## src/rtl/ifmap_stream_packer_if.sv

```systemverilog
`default_nettype none
// ============================================================================
// Module   : ifmap_stream_packer_if
// Purpose  : Bundles the two data paths of the ifmap stream packer:
//            - source side : in_valid / in_data / in_ready handshake
//            - buffer side : write_en / out_data strobe and buf_full flag
// Modports : master - the packer (consumes the source, drives the buffer)
//            slave  - the environment (drives the source, models the buffer)
// Params   : DATA_WIDTH - raw ifmap word width; out_data is DATA_WIDTH+2
//            wide, {start_tag, end_tag, data}
// Revision : 1.0 - initial release
// ============================================================================
interface ifmap_stream_packer_if #(
  parameter int DATA_WIDTH = 32
);

  // Source handshake
  logic                  in_valid;
  logic [DATA_WIDTH-1:0] in_data;
  logic                  in_ready;

  // Circular-buffer write port
  logic                  buf_full;
  logic                  write_en;
  logic [DATA_WIDTH+1:0] out_data;

  modport master (
    input  in_valid,
    input  in_data,
    input  buf_full,
    output in_ready,
    output write_en,
    output out_data
  );

  modport slave (
    output in_valid,
    output in_data,
    output buf_full,
    input  in_ready,
    input  write_en,
    input  out_data
  );

endinterface
`default_nettype wire

```

## src/rtl/ifmap_stream_packer.sv

```systemverilog
`default_nettype none
// ============================================================================
// Module   : ifmap_stream_packer
// Purpose  : Accepts a raw stream of ifmap words and writes them into the
//            downstream ifmap circular buffer, tagging each word with
//            row-boundary markers: out_data = {start_tag, end_tag, data}.
//            A transfer is num_rows rows of row_len words each and is
//            launched by a one-cycle start pulse.
// Ports    : clk        - single clock, rising edge
//            rst        - asynchronous reset, active low (0 = reset)
//            start      - launch pulse, honoured only while idle
//            row_len    - words per row, captured on accepted start
//            num_rows   - rows per transfer, captured on accepted start
//            bus        - ifmap_stream_packer_if.master: in_valid, in_data,
//                         in_ready (source) and buf_full, write_en,
//                         out_data (buffer)
//            busy       - high from accepted start until done
//            done       - one-cycle pulse in the final cycle of a transfer
//            words_sent - (IFMAP_PACKER_STATS_EN only) saturating 16-bit
//                         count of write_en pulses since reset
// Options  : define IFMAP_PACKER_STATS_EN to add the words_sent counter port
// Revision : 1.0 - initial release
// ============================================================================
module ifmap_stream_packer #(
  parameter int DATA_WIDTH = 32,
  parameter int LEN_WIDTH  = 8
) (
  input  wire                   clk,
  input  wire                   rst,
  input  wire                   start,
  input  wire   [LEN_WIDTH-1:0] row_len,
  input  wire   [LEN_WIDTH-1:0] num_rows,
  ifmap_stream_packer_if.master bus,
  output logic                  busy,
  output logic                  done
`ifdef IFMAP_PACKER_STATS_EN
  ,
  output logic           [15:0] words_sent
`endif
);

  // --------------------------------------------------------------------------
  // Types and constants
  // --------------------------------------------------------------------------
  typedef enum logic [1:0] {
    S_IDLE   = 2'd0,
    S_STREAM = 2'd1,
    S_FINISH = 2'd2
  } state_t;

  localparam logic [LEN_WIDTH-1:0] C_LEN_ONE  = LEN_WIDTH'(1);
  localparam logic [LEN_WIDTH-1:0] C_LEN_ZERO = '0;

  // --------------------------------------------------------------------------
  // State
  // --------------------------------------------------------------------------
  state_t                state_q,    state_d;
  logic [LEN_WIDTH-1:0]  row_len_q,  row_len_d;
  logic [LEN_WIDTH-1:0]  num_rows_q, num_rows_d;
  logic [LEN_WIDTH-1:0]  word_cnt_q, word_cnt_d;
  logic [LEN_WIDTH-1:0]  row_cnt_q,  row_cnt_d;
  logic                  write_en_q, write_en_d;
  logic [DATA_WIDTH+1:0] out_data_q, out_data_d;

  // --------------------------------------------------------------------------
  // Combinational decode
  // --------------------------------------------------------------------------
  logic w_in_ready;
  logic w_accept;
  logic w_first_word;
  logic w_last_word;
  logic w_last_row;
  logic w_zero_len;

  // buf_full gates acceptance directly, so a full buffer stalls the source in
  // the same cycle and the counters simply do not advance.
  assign w_in_ready   = (state_q == S_STREAM) && !bus.buf_full;
  assign w_accept     = w_in_ready && bus.in_valid;

  // Tags are derived from the counters as they stand when the word is
  // accepted; a one-word row satisfies both compares at once.
  assign w_first_word = (word_cnt_q == C_LEN_ZERO);
  assign w_last_word  = (word_cnt_q == (row_len_q - C_LEN_ONE));
  assign w_last_row   = (row_cnt_q  == (num_rows_q - C_LEN_ONE));

  // The values being latched this cycle are the live inputs, so the empty
  // transfer check looks at them rather than at the (stale) registers.
  assign w_zero_len   = (row_len == C_LEN_ZERO) || (num_rows == C_LEN_ZERO);

  // --------------------------------------------------------------------------
  // Next-state / datapath
  // --------------------------------------------------------------------------
  always_comb begin
    state_d    = state_q;
    row_len_d  = row_len_q;
    num_rows_d = num_rows_q;
    word_cnt_d = word_cnt_q;
    row_cnt_d  = row_cnt_q;
    write_en_d = 1'b0;
    out_data_d = out_data_q;

    case (state_q)
      S_IDLE: begin
        if (start) begin
          row_len_d  = row_len;
          num_rows_d = num_rows;
          word_cnt_d = C_LEN_ZERO;
          row_cnt_d  = C_LEN_ZERO;
          // An empty transfer skips streaming entirely and only pulses done.
          state_d    = w_zero_len ? S_FINISH : S_STREAM;
        end
      end

      S_STREAM: begin
        if (w_accept) begin
          write_en_d = 1'b1;
          out_data_d = {w_first_word, w_last_word, bus.in_data};
          if (w_last_word) begin
            word_cnt_d = C_LEN_ZERO;
            if (w_last_row) begin
              // The final word's write strobe lands in the FINISH cycle, so
              // write_en and done coincide.
              state_d = S_FINISH;
            end else begin
              row_cnt_d = row_cnt_q + C_LEN_ONE;
            end
          end else begin
            word_cnt_d = word_cnt_q + C_LEN_ONE;
          end
        end
      end

      S_FINISH: begin
        state_d = S_IDLE;
      end

      default: begin
        state_d = S_IDLE;
      end
    endcase
  end

  // --------------------------------------------------------------------------
  // Registers
  // --------------------------------------------------------------------------
  always_ff @(posedge clk or negedge rst) begin
    if (!rst) begin
      state_q    <= S_IDLE;
      row_len_q  <= '0;
      num_rows_q <= '0;
      word_cnt_q <= '0;
      row_cnt_q  <= '0;
      write_en_q <= 1'b0;
      out_data_q <= '0;
    end else begin
      state_q    <= state_d;
      row_len_q  <= row_len_d;
      num_rows_q <= num_rows_d;
      word_cnt_q <= word_cnt_d;
      row_cnt_q  <= row_cnt_d;
      write_en_q <= write_en_d;
      out_data_q <= out_data_d;
    end
  end

  // --------------------------------------------------------------------------
  // Outputs
  // --------------------------------------------------------------------------
  // busy and done decode the state register directly, so the asynchronous
  // reset clears them in the same instant as the flops.
  assign busy         = (state_q != S_IDLE);
  assign done         = (state_q == S_FINISH);
  assign bus.in_ready = w_in_ready;
  assign bus.write_en = write_en_q;
  assign bus.out_data = out_data_q;

  // --------------------------------------------------------------------------
  // Optional write statistics
  // --------------------------------------------------------------------------
`ifdef IFMAP_PACKER_STATS_EN
  logic [15:0] words_sent_q, words_sent_d;

  // Counts the visible write strobes; sticks at all-ones instead of wrapping.
  always_comb begin
    words_sent_d = words_sent_q;
    if (write_en_q && (words_sent_q != 16'hFFFF)) begin
      words_sent_d = words_sent_q + 16'd1;
    end
  end

  always_ff @(posedge clk or negedge rst) begin
    if (!rst) begin
      words_sent_q <= 16'd0;
    end else begin
      words_sent_q <= words_sent_d;
    end
  end

  assign words_sent = words_sent_q;
`endif

endmodule
`default_nettype wire
```

## src/flat_wrapper.sv

```systemverilog
// flat-port wrapper written by rule: the top's interface ports become plain ports
module ifmap_stream_packer_flat 
#(
  parameter int DATA_WIDTH = 32,
  parameter int LEN_WIDTH  = 8
)
  (clk, rst, start, row_len, num_rows, busy, done, bus_in_valid, bus_in_data, bus_buf_full, bus_in_ready, bus_write_en, bus_out_data);
  ifmap_stream_packer_if #(.DATA_WIDTH(DATA_WIDTH)) bus_i ();
  input  wire clk;
  input  wire rst;
  input  wire start;
  input  wire   [LEN_WIDTH-1:0] row_len;
  input  wire   [LEN_WIDTH-1:0] num_rows;
  output logic busy;
  output logic done;
  input wire logic [$bits(bus_i.in_valid)-1:0] bus_in_valid;
  input wire logic [$bits(bus_i.in_data)-1:0] bus_in_data;
  input wire logic [$bits(bus_i.buf_full)-1:0] bus_buf_full;
  output wire logic [$bits(bus_i.in_ready)-1:0] bus_in_ready;
  output wire logic [$bits(bus_i.write_en)-1:0] bus_write_en;
  output wire logic [$bits(bus_i.out_data)-1:0] bus_out_data;
  assign bus_i.in_valid = bus_in_valid;
  assign bus_i.in_data = bus_in_data;
  assign bus_i.buf_full = bus_buf_full;
  assign bus_in_ready = bus_i.in_ready;
  assign bus_write_en = bus_i.write_en;
  assign bus_out_data = bus_i.out_data;
  ifmap_stream_packer #(.DATA_WIDTH(DATA_WIDTH), .LEN_WIDTH(LEN_WIDTH)) u_core (.clk(clk), .rst(rst), .start(start), .row_len(row_len), .num_rows(num_rows), .bus(bus_i), .busy(busy), .done(done));
endmodule
```

## config.mk

```make
export PLATFORM = sky130hd
export DESIGN_NAME = ifmap_stream_packer_flat
export DESIGN_NICKNAME = d
export VERILOG_FILES = /design/src/rtl/ifmap_stream_packer_if.sv /design/src/rtl/ifmap_stream_packer.sv /design/src/flat_wrapper.sv
export SDC_FILE = /design/constraint.sdc
export NUM_CORES = 1
export LEC_CHECK = 0
export CAP_MARGIN = 20
export CORE_MARGIN = 2
export CORE_UTILIZATION = 52
export DETAILED_ROUTE_END_ITERATION = 8
export PLACE_DENSITY = 0.85
export SLEW_MARGIN = 20
export SYNTH_ARGS = -nofsm -noshare
export SYNTH_HDL_FRONTEND = slang
export SYNTH_SLANG_ARGS = --single-unit
```

## constraint.sdc

```tcl
create_clock -name clk -period 5.75 [get_ports clk]
set_input_delay 0.8625 -clock clk [delete_from_list [all_inputs] [get_ports clk]]
set_output_delay 0.8625 -clock clk [all_outputs]
set_load 0.1 [all_outputs]
```

After elaboration in Yosys (flattened, before gate mapping) --
Index checks and enable logic that the tools add are counted.
Word-level totals: register bits 69, input bits 53, output and inout bits 38
Cells by class: $add $sub $neg 4, equal/unequal tests 9, multiplexer cells 16, reductions and logical operators 15
Operator list (count):
- 8-bit two-way mux | 6
- 8-bit case mux with 2 select lines | 2
- 8-bit logical NOT | 3
- 8-bit by 1-bit adder with 8-bit output (second input constant) | 2
- 8-bit == test | 2
- 8-bit by 1-bit subtractor with 8-bit output (second input constant) | 2
- 2-bit two-way mux | 5
- 2-bit by 1-bit != test with 1-bit output (second input constant) | 3
- 5-bit AND reduction | 1
- 2-bit != test (second input constant) | 2
- 2-bit case mux with 2 select lines | 1
- 2-bit AND reduction | 2
- 4-bit AND reduction | 1
- 2-bit nonzero test | 2
- 3-bit AND reduction | 1
- 2-bit by 1-bit == test with 1-bit output (second input constant) | 1
- 2-bit == test (second input constant) | 1
- 1-bit logical AND | 2
- 2-bit logical NOT | 1
- 1-bit two-way mux | 2
- 1-bit logical NOT | 1
- 1-bit logical OR | 1

Logic depth before layout (Yosys ltp) --
word-level depth 6, gate-level depth with buffers 10, mapped depth without buffers 9

Worst setup path before layout --
OpenSTA, ideal clock, no wires.
kind input -> output, from input port bus_buf_full, to output port bus_in_ready, arrival time 2116 ps, data required time 4888 ps, setup slack 2772 ps, cell stages on the path 1, path buffers 0, cell sequence nor2_1
Between the ends: longest elaborated chain between the ends 2
Ends and longest elaborated chain:
- from (decl) | line flat_wrapper.sv:18 | input wire logic [$bits(bus_i.buf_full)-1:0] bus_buf_full;
- 1-bit logical NOT | line ifmap_stream_packer.sv:77 | assign w_in_ready = (state_q == S_STREAM) && !bus.buf_full;
- 1-bit logical AND | line ifmap_stream_packer.sv:77
- to (decl) | line flat_wrapper.sv:19 | output wire logic [$bits(bus_i.in_ready)-1:0] bus_in_ready;
No other way between the ends.

Worst setup path in the final report --
Same ends and word-level chain as after synthesis.

==> impl_metrics.toml <==
[outcome]
status = "finished clean"

[critical_path]
cp-end-kind = "output port"
cp_top_family = "buffers and inverters"
cpPeakStageDelay_ns = 1.14
crit_buf_inv = 2
reg2regPathDepth = 7
cp.depth = 3
path_max_fanout = 3
start_kind = "input pin"
path_common_cell = "clkdlybuf4s50_1"
crit_type = "in2out"
crit_chain = "clkdlybuf4s50_1 > nor2_1 > clkdlybuf4s50_1"
slowest_stage = "clkdlybuf4s50_1"
cp.required_ns = 4.89
worstPathArrival_ns = 2.58

[logic_synthesis]
ys_top_cells_by_count = "dfrtp_1 (69), mux2_2 (44), xnor2_1 (19)"
synth_seq_area_share_pct = 50.64
synth-edff-count = 0
syn_area_per_cell_um2 = 11.64
syn_area_mm2 = 0.003410
yosysMostFrequentCell = "dfrtp_1"
synth-async-reset-ratio_pct = 100.0
synthDistinctLibCells = 51
yosys_register_bits = 69
netlist_instances = 293
yosysTopAreaCellShare_pct = 50.64
synth_largest_area_cell = "dfrtp_1"
synth.area.top_cells = "dfrtp_1 (51%), mux2_2 (15%), xnor2_1 (4.9%), o21ai_0 (2.3%), ha_1 (1.8%)"
yosys_warnings = 0
syn_nets = 351
synth_ff_type = "dfrtp_1"

[job]
cap_viol_max_count = 0

[place]
place_hpwl_mm = 5.441
io_buffers = 90
place.gp.congestion = 0.8358
dpl.cell_count = 452

[cells_and_area]
syn2layout_area_growth_pct = 35.19
nFillCells = 432
antenna_cells = 0
multiInputGateArea_mm2 = 0.001607
register_area_mm2 = 0.001727
drive_gt1_share_pct = 19.69
fin_nets = 444
final_cells = 468

[timing]
rsz0062_at_grt = "false"
setup_viol = 0
drv_slew = 0
relSlewSlack_pct = 31.90
hold_violations = 0
layout_min_cycle_time_ns = 3.441
min_period_over_period_pct = 59.85
hold_ws_ns = 0.5089
fin_setup_tns_ns = 0
worstMarginPinSlew_ns = 1.018
fmax_mhz = 290.6
fin_skew_ns = 0.007943

[clock_tree]
cts_tree = "built"
postCtsSetupRepairBufs = 0
clk_pin_slew_ns = 0.08
cts_root_buf = "clkbuf_8"
worstSkewPairLatency_ns = 0.35
clock_path_buffers = 2
cts_max_level = 3
post_cts_resized = 0
cts_buffers = 9
hold_buffers = 0
clkSinkCount = 69

[global_routing]
grt_pass1_wl_mm = 12.70
grt_usage_pct = 22.35
grt_pass1_vias = 2657
antenna_found_initial = 0
grt-ovfl-total = 0
grt_max_degree = 70

[floorplanning]
ios = 91
die_h_um = 84.98
die_w_um = 84.98
coreArea_mm2 = 0.006350
dieArea_mm2 = 0.007221
start_util_pct = 53.69
rows = 29

[drt]
route.detailed.wl_per_inst_um = 16.07
via_per_inst = 5.538
dr.pass1.iters = 4
drc_errors = 0
vias = 2592
ant_nets = 0
wl_mm = 7.521
drt_iter0_markers = 177

[hold_path]
whs_path_depth = 1
hp-class = "reg2reg"

[pwr]
p_leak_nw = 1.962
ir_worst_vdd_v = 0.0003181
p_per_area_mw_per_mm2 = 354.9
==> sequential cells by signal, summed over array words and instances, names as in the netlist <==
register,flops
u_core.state_q,2
u_core.bus.out_data,34
u_core.num_rows_q,8
u_core.bus.write_en,1
u_core.row_len_q,8
u_core.word_cnt_q,8
u_core.row_cnt_q,8
==> cells in the final DEF, fill, tap and decap left out, types with 5 or more instances in the layout <==
cell,instances
nor3_1,6
mux2_2,44
and3_1,7
inv_1,10
o21ai_0,16
xnor2_1,19
nor2_1,16
xor2_1,7
ha_1,5
clkbuf_8,10
nor4_1,6
clkdlybuf4s50_1,89
nand2_1,13
dfrtp_1,69
nand3_1,6
==> metrics by stage <==
| step | area (um^2) | setup slack (ns) | utilization [%] | total power [mW] |
|---|---|---|---|---|
| finish | 4609 | 2.309 | 72.59 | 1.636 |
| global route | 4609 | 2.248 | 72.59 | 1.709 |
| CTS | 4609 | 2.300 | 72.59 | 1.648 |
| detailed placement | 4385 | 2.312 | 69.06 | 1.200 |
| global placement | 4385 | 2.325 | 69.06 | 1.188 |
| floorplan | 3410 | 2.772 | - | 1.035 |
==> routing by layer <==
metal  part of all wire [%]  routed length [um]  GRT usage [%]  vias up
met5                      0                   0              0        -
met2                     45                3406          33.17       90
li1                       -                   -              -     1234
met4                    1.2                  93          7.792        0
met1                     44                3300          29.58     1258
met3                    9.6                 721          9.436       10
==> cell type report <==
cell class | count | area share, %
clock buffers | 10 | 2.986
clock inverters | 6 | 1.873
inverters | 10 | 0.8143
multi-input cells | 203 | 34.85
flip-flops and latches | 69 | 37.46
well taps | 77 | 2.090
repair buffers | 93 | 19.92
==> path summary, 6_finish.rpt <==
check                                        start                      end  slack (ns)
max                                   bus_buf_full             bus_in_ready        2.31
min                        u_core.bus.out_data[10]  u_core.bus.out_data[10]        0.51
max reg2reg                    u_core.row_len_q[2]      u_core.row_cnt_q[7]        2.93
min reg2reg                u_core.bus.out_data[10]  u_core.bus.out_data[10]        0.51
max in group asynchronous                      rst      u_core.bus.write_en        4.49
min in group asynchronous                      rst  u_core.bus.out_data[30]        0.70
==> report_power, final <==
| group | switching (mW) | total [mW] | leakage [nW] | internal (mW) |
|---|---|---|---|---|
| Clock | 0.188 | 0.443 | 0.112 | 0.255 |
| Combinational | 0.391 | 0.581 | 1.00 | 0.190 |
| Sequential | 0.0636 | 0.612 | 0.847 | 0.549 |
| Total | 0.642 | 1.64 | 1.96 | 0.993 |
==> cells by family after synthesis <==
kind of cell / Yosys count / share of synthesized area, %
fa+ha+maj: 5 / 1.835
compound gates: 36 / 7.046
mux: 50 / 16.51
flops: 69 / 50.64
simple gates: 86 / 14.90
xor+xnor: 26 / 6.679
buf+inv: 21 / 2.385
Note: power is estimated with default switching activity, not from simulation.
==> RTL change 1: new RTL, same flow settings <==
Take the reset off `out_data_q` and load it in a clocked block of its own.
--- a/src/rtl/ifmap_stream_packer.sv
+++ b/src/rtl/ifmap_stream_packer.sv
@@ -153,3 +153,2 @@
       write_en_q <= 1'b0;
-      out_data_q <= '0;
     end else begin
@@ -161,4 +160,7 @@
       write_en_q <= write_en_d;
-      out_data_q <= out_data_d;
     end
+  end
+
+  always_ff @(posedge clk) begin
+    out_data_q <= out_data_d;
   end
Formal check against the unedited RTL: differs if rst is asserted again (counterexample within 4 cycles, from zero or initial values and one cycle with rst low); with rst held inactive, the same outputs for 10 cycles.
==> RTL change 1 against the original RTL <==
Routed wire length is 0.86% higher. Total power is 17% lower. Synthesized area is 5.1% lower. Largest cell class unchanged. Die area is 4.9% lower. Final area is 4.2% lower. Critical endpoint unchanged. Largest power group unchanged. Core utilization is 1.5 points higher. Clock power is 14% lower. Sequential cell count stayed put. Setup slack worse by 0.039 ns. Combinational power is 42% lower.
==> RTL change 1: results (changes against the original RTL) <==
stage	metric	value	unit	change
status	status	finished clean		
place	pre_cts_ws	2.25	ns	-0.0646 ns
global_route	grt_max_degree	38		-46%
layout	multi_input_gates	178		-12%
layout	clkCellAreaFrac	0.0431		-0.00552
critical_path	cp_data_arrival_time	2.62	ns	+0.04 ns
synth	synth_cell_types	49		-3.9%
critical_path	r2r_setup_slack	3.18	ns	+0.25 ns
power	p_sw_frac	0.325		-0.0673
power	combPwrFrac	0.248		-0.107
timing	fin_crit_sh	0.605		+0.00671
min_path	holdPathEnd	u_core.num_rows_q[7]$_DFFE_PN0P_		
layout	sh_seq_area	0.430		+0.0550
place	dp_hpwl	5450	microns	+0.22%
routing	route.vias.total	2501		-3.5%
synth	synth_nets	329		-6.3%
power	power_density	306	nW/um^2	-14%
layout	multi_input_area_share	0.283		-0.0652
timing	relSlewSlack	0.329		+0.0101
layout	inv_count	16		+6
place	gp_congestion	0.854		+2.2%
layout	drive_above_1_share	0.124		-0.0733
power	power_frac_clock	0.283		+0.012
global_route	grt_util_all_layers	0.232		+0.00820
routing	routed_wl	7590	microns	+0.86%
synth	synth_area_leaders	edfxtp_1 (32%), dfrtp_1 (27%), mux2_2 (5.2%)		
global_route	grt_pass1_wl	12600	microns	-1.1%
power	max-vdd-ir-drop	168	uV	-47%
synth	synth_edf_count	34		+34
synth	synthArstFlopShare	0.507		-0.493
min_path	hold_path_startpoint	u_core.num_rows_q[7]$_DFFE_PN0P_		
critical_path	regToRegStartpoint	u_core.row_len_q[0]$_DFFE_PN0P_		
global_route	met2_usage	0.357		+0.0254
power	p_leak	1.74	nW	-11%
global_route	grt_pass1_vias	2438		-8.2%
timing	finalClockSkew	0.0115	ns	+0.00351 ns
global_route	grt_use_met3	0.0686		-0.0258
layout	fin_nets	425		-4.3%
[RTL change 1: cell count changes after synthesis, sizes merged, moves of 4 or more]
cell	before	now
a21oi	4	8
a31o	1	5
and3	7	3
dfrtp	69	35
edfxtp	0	34
inv	10	16
mux2	47	15
nand2	14	19
nor2	16	21
xnor2	19	12
xor2	7	11
[RTL change 1: cell families after synthesis]
kind of cell / Yosys count / synth area share
xor+xnor: 23 / 0.0646
buf+inv: 24 / 0.0286
mux: 15 / 0.0522
flops: 69 / 0.586
compound gates: 43 / 0.0978
simple gates: 92 / 0.151
fa+ha+maj: 5 / 0.0193
[RTL change 1: metal layers]
layer	routed length, microns	up-vias	part of all wire
li1	-	1179	-
met1	3400	1198	0.45
met2	3530	109	0.46
met3	514	15	0.068
met4	143	0	0.019
met5	0	-	0
[RTL change 1: metrics by stage]
step                cell area, sq um  std cells
finish                          4420        447
global placement                4230        431
floorplan                       3240        271
global route                    4420        447
CTS                             4420        447
detailed placement              4230        431
==> RTL change 2: new RTL, same flow settings <==
Made on the original files. `LEN_WIDTH` is set to 8 in 2 places; all go to 16.
--- a/src/rtl/ifmap_stream_packer.sv
+++ b/src/rtl/ifmap_stream_packer.sv
@@ -25,3 +25,3 @@
   parameter int DATA_WIDTH = 32,
-  parameter int LEN_WIDTH  = 8
+  parameter int LEN_WIDTH  = 16
 ) (
--- a/src/flat_wrapper.sv
+++ b/src/flat_wrapper.sv
@@ -4,3 +4,3 @@
   parameter int DATA_WIDTH = 32,
-  parameter int LEN_WIDTH  = 8
+  parameter int LEN_WIDTH  = 16
 )
Interface: changed (resized num_rows and row_len); port bits go from 91 to 107. No check against the original RTL was run, so the function may have changed too.
==> RTL change 2 against the original RTL <==
Total power increased by 19%. Synthesized cell count increased by 130%. Register-to-register slack got worse by 0.83 ns. Setup slack got worse by 0.20 ns. Synthesized area increased by 68%. Clock skew increased by 0.0017 ns. Routed wire length increased by 89%. Final area increased by 52%. Sequential cell count increased by 32.
==> RTL change 2: results (changes against the original RTL) <==
stage	metric	value	unit	change
status	status	finished clean		
critical_path	cp_top_family	simple AND/OR/NAND/NOR gates		
routing	wl_per_cell	15.8	microns	-1.8%
routing	wl_met3	507	microns	-30%
clocking	clkTransAtPathRegs	0.10	ns	+0.02 ns
global_route	grt_util_all_layers	0.250		+0.0262
power	max-vdd-ir-drop	177	uV	-44%
synth	synth_cell_types	61		+20%
global_route	grt_max_degree	59		-16%
global_route	grt_use_met3	0.0538		-0.0406
synth	synth_nets	748		+110%
power	p_sw_frac	0.402		+0.00916
routing	drtIter0Drc	301		+70%
layout	fillCellCount	889		+110%
routing	route.vias.total	5225		+100%
critical_path	cp-start-kind	flop		
routing	routed_wl	14300	microns	+89%
layout	drive_above_1_share	0.0511		-0.146
place	dp_hpwl	10400	microns	+91%
routing	routed-wl-met2	7670	microns	+130%
synth	synth_area_leaders	dfrtp_1 (44%), nand2_1 (13%), xnor2_1 (3.4%)		
global_route	grt_pass1_wl	23700	microns	+86%
timing	tightest_slew	1.02	ns	+0.00502 ns
synth	ys_seq_area_frac	0.440		-0.0660
timing	max_freq	0.274	GHz	-5.6%
place	dpl_cell_area	6830	sq um	+56%
synth	netlist_instances	674		+130%
place	gp_congestion	0.882		+5.6%
global_route	grt_pass1_vias	5135		+93%
routing	drt-met1-wl	5770	microns	+75%
critical_path	r2r_end	u_core.row_cnt_q[0]$_DFFE_PN0P_		
synth	synth_common_cells	nand2_1 (206), dfrtp_1 (101), o21ai_0 (24), a21oi_1 (22), xnor2_1 (22)		
min_path	hp-class	in2async		
power	clk-power	422	uW	-4.7%
timing	finalClockSkew	0.00967	ns	+0.00173 ns
global_route	met2_usage	0.436		+0.104
power	switching_power	785	uW	+22%
routing	firstDrtPassIters	5		+1
clocking	clkLatencyLatePin	0.38	ns	+0.03 ns
global_route	gr-usage-met1	0.304		+0.00781
## RTL change 2: cell count changes after synthesis, moves of 13 or more
| cell | unedited run | this run |
|---|---|---|
| a21oi_1 | 3 | 22 |
| clkbuf_1 | 8 | 21 |
| dfrtp_1 | 69 | 101 |
| mux2_2 | 44 | 0 |
| nand2_1 | 13 | 206 |
| nor2b_1 | 3 | 18 |
## RTL change 2: cells by family after synthesis
| kind of cell | Yosys count | synth area share |
|---|---|---|
| mux | 4 | 0.00720 |
| buf+inv | 51 | 0.0390 |
| xor+xnor | 36 | 0.0549 |
| fa+ha+maj | 5 | 0.0109 |
| compound gates | 111 | 0.131 |
| simple gates | 366 | 0.317 |
| flops | 101 | 0.440 |
## RTL change 2: cell type report
class,instances,area share
Clock buffer,9,0.0177
Clock inverter,7,0.00802
Inverter,13,0.00695
Multi-Input combinational cell,522,0.426
Sequential cell,101,0.360
Tap cell,140,0.0250
Timing Repair Buffer,111,0.156
